`config.mk`:
```
export PLATFORM = sky130hd
export DESIGN_NAME = hazard_ctrl
export DESIGN_NICKNAME = d
export VERILOG_FILES = /design/src/rtl/hazard_ctrl_pkg.sv /design/src/rtl/hazard_match.sv /design/src/rtl/hazard_ctrl.sv
export SDC_FILE = /design/constraint.sdc
export NUM_CORES = 1
export LEC_CHECK = 0
export BUFFER_PORTS_ARGS = -buffer_cell sky130_fd_sc_hd__buf_4
export CELL_PAD_IN_SITES_DETAIL_PLACEMENT = 0
export CELL_PAD_IN_SITES_GLOBAL_PLACEMENT = 1
export CORE_UTILIZATION = 38
export CTS_BUF_LIST = sky130_fd_sc_hd__clkbuf_8
export DETAILED_ROUTE_END_ITERATION = 10
export PLACE_DENSITY_LB_ADDON = 0.1
export SKIP_LAST_GASP = 1
export SYNTH_ARGS = -nofsm -noshare
export SYNTH_HDL_FRONTEND = slang
export SYNTH_SLANG_ARGS = --single-unit
```
`constraint.sdc`:
```
create_clock -name clk -period 1.96 [get_ports clk]
set_clock_uncertainty 0.1 [all_clocks]
set_input_delay 0.392 -clock clk [delete_from_list [all_inputs] [get_ports clk]]
set_output_delay 0.392 -clock clk [all_outputs]
set_load 0.01 [all_outputs]
```
`src/rtl/hazard_ctrl_pkg.sv`:
```
// rtl/hazard_ctrl_pkg.sv - shared FSM encodings and register constants for hazard control
package hazard_ctrl_pkg;

  typedef enum logic [1:0] {
    ST_IDLE     = 2'd0,
    ST_LD2_TAIL = 2'd1,
    ST_FLUSH    = 2'd2
  } hz_state_t;

  localparam logic [4:0] REG_X0 = 5'd0;

endpackage

```
`src/rtl/hazard_match.sv`:
```
// rtl/hazard_match.sv - combinational load-use match of decode sources against one stage
module hazard_match
  import hazard_ctrl_pkg::*;
(
  input  logic [4:0] rs1,
  input  logic [4:0] rs2,
  input  logic       use_rs1,
  input  logic       use_rs2,
  input  logic [4:0] rd,
  input  logic       is_load,
  output logic       hit
);

  logic rs1_hit;
  logic rs2_hit;

  assign rs1_hit = use_rs1 && (rs1 == rd);
  assign rs2_hit = use_rs2 && (rs2 == rd);
  // x0 is hardwired to zero, so a load targeting it never produces a value to wait for
  assign hit     = is_load && (rd != REG_X0) && (rs1_hit || rs2_hit);

endmodule

```
`src/rtl/hazard_ctrl.sv`:
```
// rtl/hazard_ctrl.sv - load-use stall and branch flush sequencing with debug cycle counters
module hazard_ctrl
  import hazard_ctrl_pkg::*;
#(
  parameter int FLUSH_CYCLES = 2,
  parameter int CNT_W        = 32
) (
  input  logic             clk,
  input  logic             rst,
  input  logic [4:0]       id_rs1_i,
  input  logic [4:0]       id_rs2_i,
  input  logic             id_use_rs1_i,
  input  logic             id_use_rs2_i,
  input  logic             ex_is_load_i,
  input  logic [4:0]       ex_rd_i,
  input  logic             mem_is_load_i,
  input  logic [4:0]       mem_rd_i,
  input  logic             branch_taken_i,
  output logic             stall_from_ld_2clk_o,
  output logic             stall_from_ld_1clk_o,
  output logic             flush_o,
  output logic             pc_hold_o,
  output logic [CNT_W-1:0] stall_cnt_o,
  output logic [CNT_W-1:0] flush_cnt_o
);

  localparam int REM_W = (FLUSH_CYCLES > 1) ? $clog2(FLUSH_CYCLES) : 1;
  localparam logic [REM_W-1:0] REM_LOAD = REM_W'(FLUSH_CYCLES - 1);

  hz_state_t        state, state_nxt;
  logic [REM_W-1:0] rem, rem_nxt;
  logic             hit_ex, hit_mem;
  logic             stall2, stall1, flush;
  logic [CNT_W-1:0] stall_cnt, flush_cnt;

  hazard_match u_match_ex (
    .rs1     (id_rs1_i),
    .rs2     (id_rs2_i),
    .use_rs1 (id_use_rs1_i),
    .use_rs2 (id_use_rs2_i),
    .rd      (ex_rd_i),
    .is_load (ex_is_load_i),
    .hit     (hit_ex)
  );

  hazard_match u_match_mem (
    .rs1     (id_rs1_i),
    .rs2     (id_rs2_i),
    .use_rs1 (id_use_rs1_i),
    .use_rs2 (id_use_rs2_i),
    .rd      (mem_rd_i),
    .is_load (mem_is_load_i),
    .hit     (hit_mem)
  );

  always_ff @(posedge clk or negedge rst) begin
    if (!rst) begin
      state <= ST_IDLE;
      rem   <= '0;
    end else begin
      state <= state_nxt;
      rem   <= rem_nxt;
    end
  end

  // Requests are Mealy; everything is gated by reset so nothing leaks out while rst is low
  always_comb begin
    state_nxt = state;
    rem_nxt   = rem;
    stall2    = 1'b0;
    stall1    = 1'b0;
    flush     = 1'b0;
    if (rst) begin
      case (state)
        ST_IDLE: begin
          if (branch_taken_i) begin
            flush = 1'b1;
            if (FLUSH_CYCLES > 1) begin
              state_nxt = ST_FLUSH;
              rem_nxt   = REM_LOAD;
            end
          end else if (hit_ex) begin
            stall2    = 1'b1;
            state_nxt = ST_LD2_TAIL;
          end else if (hit_mem) begin
            stall1 = 1'b1;
          end
        end
        ST_LD2_TAIL: begin
          state_nxt = ST_IDLE;
          if (branch_taken_i) begin
            flush = 1'b1;
            if (FLUSH_CYCLES > 1) begin
              state_nxt = ST_FLUSH;
              rem_nxt   = REM_LOAD;
            end
          end else begin
            stall2 = 1'b1;
          end
        end
        ST_FLUSH: begin
          // Hazards are ignored here: the decode instruction is wrong-path
          flush = 1'b1;
          if (branch_taken_i) begin
            rem_nxt = REM_LOAD;
          end else if (rem == REM_W'(1)) begin
            state_nxt = ST_IDLE;
            rem_nxt   = '0;
          end else begin
            rem_nxt = rem - REM_W'(1);
          end
        end
        default: begin
          state_nxt = ST_IDLE;
          rem_nxt   = '0;
        end
      endcase
    end
  end

  always_ff @(posedge clk or negedge rst) begin
    if (!rst) begin
      stall_cnt <= '0;
      flush_cnt <= '0;
    end else begin
      if (stall2 || stall1) stall_cnt <= stall_cnt + CNT_W'(1);
      if (flush)            flush_cnt <= flush_cnt + CNT_W'(1);
    end
  end

  assign stall_from_ld_2clk_o = stall2;
  assign stall_from_ld_1clk_o = stall1;
  assign flush_o              = flush;
  assign pc_hold_o            = stall2 || stall1;
  assign stall_cnt_o          = stall_cnt;
  assign flush_cnt_o          = flush_cnt;

endmodule

```
==> impl_metrics.py, run 1 <==
metrics = {
    "cells_and_area": {
        "final_common_cell": "buf_4",
        "area_growth_pct": 55.9,
        "multi_input_area_sq_um": 2160,
        "final_cell_mix": "buf_4, dfrtp_1, xnor2_1",
        "n_fill_cell": 804,
        "antenna_cells": 0,
        "num-nets-final": 539,
        "regArea_sq_um": 1680,
        "drive_above_1_share": 0.487,
    },
    "die": {
        "ios": 95,
        "std_cell_rows": 35,
        "initial_core_util": 0.391,
        "dieArea_sq_um": 9850,
        "core_sq_um": 9200,
        "die_x_microns": 99.2,
        "die_y_microns": 99.2,
    },
    "global_route": {
        "grt_first_pass_wirelength_microns": 14800,
        "grt_usage": 0.192,
        "grt-ovfl-total": 0,
        "grt_max_degree": 56,
        "antenna_found_initial": 0,
        "grt_pass1_vias": 2975,
    },
    "pwr": {
        "pwr_density_cell_nw_per_um2": 581,
        "peakVddDrop_mv": 0.389,
        "finalPower_mw": 3.25,
        "power.leakage_nw": 2.67,
    },
    "critical_path": {
        "critPathBufInv": 2,
        "crit_path_max_incr_delay_ns": 0.55,
        "cpMostUsedCell": "buf_6",
        "worstPathArrival_ns": 1.72,
        "cp_top_family": "simple AND/OR/NAND/NOR gates",
        "worst_setup_path_start_kind": "primary input",
        "required_ns": 1.47,
        "worstPathCellList": "buf_6 -> or4_4 -> o21ai_4 -> nor4b_4 -> a22oi_4 -> nand2_4 -> buf_6",
        "worstSetupPathType": "primary input to output pin",
        "endpoint_kind": "output pin",
        "cp_max_fo": 3,
        "crit_slowest_cell": "or4_4",
    },
    "detailed_routing": {
        "wl_per_cell_microns": 15.2,
        "vias": 3153,
        "final_antenna_net_count": 0,
        "routed_via_density": 5.04,
        "drc_errors": 0,
        "firstDrtPassIters": 4,
        "routed_wl_microns": 9520,
        "drt_iter0_drc": 94,
    },
    "placed_design": {
        "place.detailed.hpwl_microns": 6350,
        "gp_congestion": 0.782,
        "io_buffers": 94,
        "post-place-ws_ns": -0.533,
    },
    "sta": {
        "setup_viol": 32,
        "drv_slew": 0,
        "min_period_over_period": 1.13,
        "timing.final.ws_setup_ns": -0.247,
        "max_freq_mhz": 453,
        "grt_setup_unrepaired": "true",
        "hold_viol_final": 0,
        "fin_crit_ns": 2.21,
        "slew_headroom": 0.520,
        "tightest_slew_ns": 0.720,
    },
    "clock_network": {
        "cts-root-buf": "clkbuf_8",
        "cts_buffers": 9,
        "cts_tree": "built",
        "clk_transition_reported_paths_ns": 0.08,
        "clk_latency_ns": 0.34,
        "cts-htree-levels": 3,
        "ctsLongestPathBuffers": 2,
        "cts.sink_count": 67,
    },
    "outcome": {
        "status": "finished with violations",
        "violations": "setup timing",
    },
    "run": {
        "cap_violations": 0,
    },
    "logic_synthesis": {
        "syn_inst": 332,
        "ys_warn_count": 0,
        "yosysSeqAreaShare": 0.467,
        "syn_nets": 361,
        "avgSynthCellArea_sq_um": 10.8,
        "syn-cell-area_sq_um": 3590,
        "ys_types": 47,
        "ys_ff_latch": 67,
    },
    "worst_hold_path": {
        "hold_class": "primary input to async pin",
    },
}
-- worst reg2reg max path, stage by stage (launching register included) --
cell and delay [ns]:
dfrtp_2 0.43, buf_4 0.15, nor4b_4 0.36, a22oi_4 0.13
buf_6 0.18, a2111oi_2 0.36, buf_4 0.18, xor2_1 0.13
-- state kept, by name (all words and copies together), names as in the netlist --
register,cells
state,2
stall_cnt_o,32
flush_cnt_o,32
rem,1
-- cell type report --
class                           count  area share
Multi-Input combinational cell    246       0.385
Timing Repair Buffer              176       0.254
Sequential cell                    67       0.300
Clock buffer                        9      0.0221
Inverter                           10     0.00670
Tap cell                          111      0.0248
Clock inverter                      7     0.00670
-- layer usage --
layer | share of wire | GRT usage | wire length [microns]
met3 | 0.034 | 0.0281 | 324
met5 | 0 | 0 | 0
met1 | 0.46 | 0.262 | 4400
met2 | 0.49 | 0.309 | 4640
met4 | 0.017 | 0.0713 | 160
-- synth_stat cells (all sizes together) --
master	number	area, sq um
and4	4	38.8
nor4	1	21.3
a21oi	8	40.0
a2111oi	9	148
and2	5	31.3
xor2	37	324
o21ai	3	18.8
a21boi	1	7.51
or4	3	26.3
nand2b	1	6.26
nand3	25	143
clkbuf	4	15.0
nor2b	3	18.8
or2	1	6.26
o22ai	2	12.5
nand2	34	135
dfrtp	67	1680
a211oi	16	120
o2111ai	3	26.3
nor3	5	30.0
inv	10	37.5
nand4	12	75.1
nor4b	1	15.0
ha	2	25.0
or3	1	6.26
nor3b	1	12.5
a22oi	1	21.3
and3	8	51.3
nor2	11	41.3
xnor2	45	394
mux2	2	26.3
buf	5	33.8
o21a	1	7.51
-- power by group --
group          internal (mW)  switching (mW)
Clock                  0.444           0.558
Combinational          0.376           0.302
Sequential              1.47           0.108
-- cell families (layout without fill, tap and decap cells) --
kind of cell,after synthesis,in the layout,synth area share
flip-flops,67,67,0.467
multiplexers,2,2,0.00731
AND/OR/NAND/NOR,116,116,0.183
XOR/XNOR,82,82,0.200
adder cells (fa/ha/maj),2,2,0.00697
buffers and inverters,19,202,0.0240
AO/OA/AOI/OAI,44,44,0.112
-- metrics by stage --
stage | TNS [ns] | area [sq um] | utilization | hold slack [ns] | instances
6_report | -2.38 | 5600 | 0.609 | 0.285 | 626
5_1_grt | -6.16 | 5600 | 0.609 | 0.323 | 626
4_1_cts | -3.16 | 5160 | 0.562 | 0.265 | 606
3_5_place_dp | -14.29 | 4850 | 0.528 | 0.215 | 584
3_3_place_gp | -13.12 | 4850 | 0.528 | 0.212 | 584
2_1_floorplan | -1.07 | 3620 | - | -0.00359 | 332
-- path summary, 6_finish.rpt --
check / from / endpoint / slack [ns] / cells past startpoint
worst max-delay path: ex_rd_i[4] / pc_hold_o / -0.25 / 7
worst min-delay path: rst / flush_cnt_o[5]$_DFFE_PN0P_ / 0.28 / 3
worst max register to register: state[1]$_DFFE_PN0P_ / stall_cnt_o[14]$_DFFE_PN0P_ / -0.14 / 7
worst min register to register: flush_cnt_o[31]$_DFFE_PN0P_ / flush_cnt_o[31]$_DFFE_PN0P_ / 0.37 / 1
max in group asynchronous: rst / stall_cnt_o[3]$_DFFE_PN0P_ / 0.95 / 3
min in group clk: branch_taken_i / state[0]$_DFFE_PN0P_ / 0.31 / 4
-- timing repair --
item	4_1_cts	5_1_grt
pin swaps	8	25
cloned	0	2
hold endpoints to repair	3	0
endpoints found under the setup margin	24	48
gates resized for setup	18	53
hold buffers	2	0
setup buffers	4	20
Note: power is estimated with default switching activity, not from simulation.
==> run 2: changes to the inputs <==
ABC_AREA = 0   (was not set)
MAX_ROUTING_LAYER = met4   (was not set)
==> run 2 against run 1 <==
Net effect:
- the flow still finishes with violations (setup timing)
- critical endpoint unchanged
- worst hold slack worse by 0.014 ns
- critical path type unchanged
- total power up 0.17%
- first-iteration DRC count up 22%
- register-to-register slack worse by 0.08 ns
- combinational power about the same
- count of clock-buffer cells in the layout unchanged
- non-clock buffer count down 4
- sequential cell count unchanged
- largest power group unchanged
- setup slack better by 0.0025 ns
- utilization up 0.23 points
- cell count down 0.64%
==> impl_metrics.py, run 2 (synthesis results as in run 1) <==
metrics = {
    "die": {
        "die_y_microns": 99.2,
        "die_x_microns": 99.2,
        "std_cell_rows": 35,
        "core_sq_um": 9200,
        "dieArea_sq_um": 9850,
        "ios": 95,
        "initial_core_util": 0.391,
    },
    "detailed_routing": {
        "wl_per_cell_microns": 15.4,
        "drc_errors": 0,
        "firstDrtPassIters": 4,
        "vias": 3132,
        "drt_iter0_drc": 115,
        "routed_wl_microns": 9570,
        "routed_via_density": 5.04,
        "final_antenna_net_count": 0,
    },
    "sta": {
        "tightest_slew_ns": 0.736,
        "drv_slew": 0,
        "hold_slack_ns": 0.270,
        "setup_viol": 24,
        "timing.final.ws_setup_ns": -0.245,
        "max_freq_mhz": 454,
        "slew_headroom": 0.509,
        "fin_crit_ns": 2.20,
        "grt_setup_unrepaired": "true",
        "hold_viol_final": 0,
        "min_period_over_period": 1.12,
    },
    "critical_path": {
        "cp_top_family": "simple AND/OR/NAND/NOR gates",
        "cpMostUsedCell": "buf_6",
        "endpoint_kind": "output pin",
        "r2r-end": "stall_cnt_o[25]$_DFFE_PN0P_",
        "r2r_slack_ns": -0.22,
        "critPathBufInv": 2,
        "worst_setup_path_start_kind": "primary input",
        "reg2regPathDepth": 8,
        "worstSetupPathType": "primary input to output pin",
        "crit_slowest_cell": "or4_4",
        "worstPathCellList": "buf_6 -> or4_4 -> o21ai_4 -> nor4b_4 -> a22oi_4 -> nand2_4 -> buf_6",
        "worstPathArrival_ns": 1.71,
        "cp-startpoint": "ex_rd_i[4]",
        "r2r_start": "state[1]$_DFFE_PN0P_",
        "required_ns": 1.47,
        "crit_path_max_incr_delay_ns": 0.55,
        "cp_max_fo": 3,
        "endpoint": "pc_hold_o",
        "crit_cells": 7,
    },
    "global_route": {
        "grt-ovfl-total": 0,
        "grt_max_degree": 56,
        "grt_first_pass_wirelength_microns": 14800,
        "grt_usage": 0.199,
        "grt_pass1_vias": 2979,
        "antenna_found_initial": 0,
    },
    "cells_and_area": {
        "multi_input_area_sq_um": 2180,
        "n_fill_cell": 801,
        "num-nets-final": 535,
        "final_cell_mix": "buf_4, dfrtp_1, xnor2_1",
        "stdcell_count": 622,
        "regArea_sq_um": 1680,
        "fin_util": 0.611,
        "drive_above_1_share": 0.489,
        "antenna_cells": 0,
        "area_growth_pct": 56.5,
        "final_common_cell": "buf_4",
    },
    "clock_network": {
        "cts.sink_count": 67,
        "cts_buffers": 9,
        "ctsLongestPathBuffers": 2,
        "clk_latency_ns": 0.35,
        "clk_transition_reported_paths_ns": 0.08,
        "cts-htree-levels": 3,
        "cts-root-buf": "clkbuf_8",
        "cts_tree": "built",
    },
    "worst_hold_path": {
        "hold_class": "primary input to async pin",
    },
    "placed_design": {
        "post-place-ws_ns": -0.533,
        "gp_congestion": 0.793,
        "place.detailed.hpwl_microns": 6350,
        "place_inst": 584,
        "io_buffers": 94,
    },
    "outcome": {
        "status": "finished with violations",
        "violations": "setup timing",
    },
    "pwr": {
        "peakVddDrop_mv": 0.391,
        "pwr_density_cell_nw_per_um2": 580,
        "power.leakage_nw": 2.67,
    },
    "run": {
        "cap_violations": 0,
    },
}
-- run 2: metrics by stage --
step	TNS [ns]	instance area (sq um)	total power [mW]
finish	-2.98	5620	3.26
global route	-6.34	5620	3.43
CTS	-3.16	5160	3.22
detailed placement	-14.29	4850	2.19
global placement	-13.12	4850	2.17
floorplan	-1.07	3620	1.84
-- run 2: what timing repair did --
item | 4_1_cts | 5_1_grt
hold buffers | 2 | 0
setup endpoints to repair | 24 | 48
cloned | 0 | 1
resized for setup | 18 | 61
pin swaps | 8 | 28
buffers inserted | 4 | 17
hold endpoints to repair | 3 | 0
-- run 2: cell type report --
class,count,share of cell area
Clock buffer,9,0.0220
Clock inverter,7,0.00668
Inverter,10,0.00668
Multi-Input combinational cell,246,0.387
Sequential cell,67,0.299
Tap cell,111,0.0247
Timing Repair Buffer,172,0.254
-- run 2: layer usage --
metal	global-route usage	routed length (microns)	part of all wire	vias up
li1	-	-	-	1520
met1	0.262	4410	0.46	1534
met2	0.310	4700	0.49	68
met3	0.0450	325	0.034	10
met4	0.0543	127	0.013	0
met5	-	0	0	-
-- run 2: worst min path at each step --
stage	to	slack, ns	cells past startpoint
2_1_floorplan	flush_cnt_o[0]$_DFFE_PN0P_	-0.004	0
3_3_place_gp	flush_cnt_o[3]$_DFFE_PN0P_	0.21	2
3_5_place_dp	flush_cnt_o[3]$_DFFE_PN0P_	0.22	2
4_1_cts	flush_cnt_o[7]$_DFFE_PN0P_	0.26	3
5_1_grt	state[0]$_DFFE_PN0P_	0.31	4
6_report	flush_cnt_o[4]$_DFFE_PN0P_	0.27	3
-- run 2: worst min-delay path, stage by stage --
cell	delay, ns
buf_4	0.11
buf_4	0.14
buf_4	0.58
-- run 2: report_power, final --
part	leakage [nW]	total [mW]	internal (mW)	switching, mW
combinational	1.69	0.678	0.376	0.302
clock	0.0874	1.01	0.443	0.563
sequential	0.893	1.57	1.47	0.107
==> run 3: changes to the inputs <==
RECOVER_POWER = 100   (was not set)
==> run 3 against run 2 <==
Net effect:
- the flow still finishes with violations (setup timing)
- die area unchanged
- combinational power is 8.8% lower
- critical path depth is the same
==> impl_metrics.py, run 3 (synthesis results as in run 1) <==
metrics = {
    "critical_path": {
        "worstSetupPathType": "primary input to output pin",
        "cp_max_fo": 3,
        "required_ns": 1.47,
        "worstPathArrival_ns": 1.71,
        "endpoint_kind": "output pin",
        "worst_setup_path_start_kind": "primary input",
    },
    "die": {
        "dieArea_sq_um": 9850,
        "std_cell_rows": 35,
        "die_x_microns": 99.2,
        "die_y_microns": 99.2,
        "ios": 95,
        "core_sq_um": 9200,
        "initial_core_util": 0.391,
    },
    "global_route": {
        "grt_first_pass_wirelength_microns": 14800,
        "grt_pass1_vias": 2979,
        "antenna_found_initial": 0,
        "grt_max_degree": 56,
        "grt_usage": 0.199,
        "grt-ovfl-total": 0,
    },
    "detailed_routing": {
        "drt_iter0_drc": 100,
        "routed_via_density": 5.04,
        "firstDrtPassIters": 6,
        "vias": 3132,
        "final_antenna_net_count": 0,
        "drc_errors": 0,
        "wl_per_cell_microns": 15.5,
        "routed_wl_microns": 9630,
    },
    "sta": {
        "grt_setup_unrepaired": "true",
        "hold_viol_final": 0,
        "min_period_over_period": 1.12,
        "max_freq_mhz": 454,
        "hold_slack_ns": 0.309,
        "fin_crit_ns": 2.20,
        "tightest_slew_ns": 1.29,
        "drv_slew": 0,
        "setup_viol": 26,
        "slew_headroom": 0.143,
        "timing.final.ws_setup_ns": -0.243,
    },
    "placed_design": {
        "gp_congestion": 0.793,
        "place_inst": 584,
        "io_buffers": 94,
        "place.detailed.hpwl_microns": 6350,
    },
    "clock_network": {
        "cts.sink_count": 67,
        "ctsLongestPathBuffers": 2,
        "clk_latency_ns": 0.34,
        "cts-root-buf": "clkbuf_8",
        "clk_transition_reported_paths_ns": 0.07,
        "cts-htree-levels": 3,
        "cts_tree": "built",
        "cts_buffers": 9,
    },
    "cells_and_area": {
        "drive_above_1_share": 0.362,
        "num-nets-final": 535,
        "area_growth_pct": 49.6,
        "final_cell_mix": "buf_4, dfrtp_1, clkbuf_1",
        "stdcell_count": 622,
        "final_common_cell": "buf_4",
        "antenna_cells": 0,
    },
    "pwr": {
        "peakVddDrop_mv": 0.390,
        "pwr_density_cell_nw_per_um2": 594,
        "finalPower_mw": 3.19,
        "power.leakage_nw": 2.40,
    },
    "outcome": {
        "violations": "setup timing",
        "status": "finished with violations",
    },
    "run": {
        "cap_violations": 0,
    },
    "worst_hold_path": {
        "hold_class": "primary input to flop",
    },
}
## run 3: repair_timing
item / 4_1_cts / 5_1_grt
pin swaps: 8 / 28
hold buffers: 2 / 0
resized for setup: 18 / 61
buffers inserted: 4 / 17
hold endpoints to repair: 3 / 0
endpoints found under the setup margin: 24 / 48
cloned: 0 / 1
## run 3: final cells by class
class	count	area, sq um
tap	111	139
fill	854	3820
clock inverter	7	37.5
multi-input combinational	246	2170
timing repair buffer	172	1180
clock buffer	9	124
sequential	67	1680
inverter	10	37.5
## run 3: final timing paths
check	endpoint	start	cells past startpoint	slack, ns
min in group asynchronous	flush_cnt_o[3]$_DFFE_PN0P_	rst	3	0.57
worst max-delay path	pc_hold_o	ex_rd_i[4]	7	-0.24
worst min register to register	flush_cnt_o[31]$_DFFE_PN0P_	flush_cnt_o[31]$_DFFE_PN0P_	1	0.36
worst max register to register	stall_cnt_o[25]$_DFFE_PN0P_	state[1]$_DFFE_PN0P_	8	-0.22
max in group asynchronous	stall_cnt_o[3]$_DFFE_PN0P_	rst	3	0.22
worst min-delay path	state[0]$_DFFE_PN0P_	branch_taken_i	4	0.31
## run 3: metrics by stage
step / setup slack (ns) / instance area [sq um] / TNS (ns) / util
floorplan: -0.138 / 3620 / -1.07 / -
global placement: -0.474 / 4850 / -13.12 / 0.528
detailed placement: -0.533 / 4850 / -14.29 / 0.528
CTS: -0.275 / 5160 / -3.16 / 0.562
global route: -0.312 / 5370 / -7.85 / 0.584
finish: -0.243 / 5370 / -3.06 / 0.584
## run 3: where the power goes
part           leakage [nW]  switching, mW  internal [mW]
registers             0.893          0.104           1.47
clock network        0.0874          0.559          0.443
logic                  1.42          0.300          0.318
total                  2.40          0.964           2.23
## run 3: metal layers
metal,wire length [microns],GRT usage,part of all wire
met5,0,-,0
met4,104,0.0543,0.011
met3,326,0.0450,0.034
met2,4760,0.310,0.49
met1,4440,0.262,0.46
## run 3: critical path, stage by stage
cell and delay (ns):
buf_6 0.10, or4_4 0.55, o21ai_4 0.18, nor4b_4 0.08, a22oi_4 0.21, nand2_4 0.08, buf_6 0.12
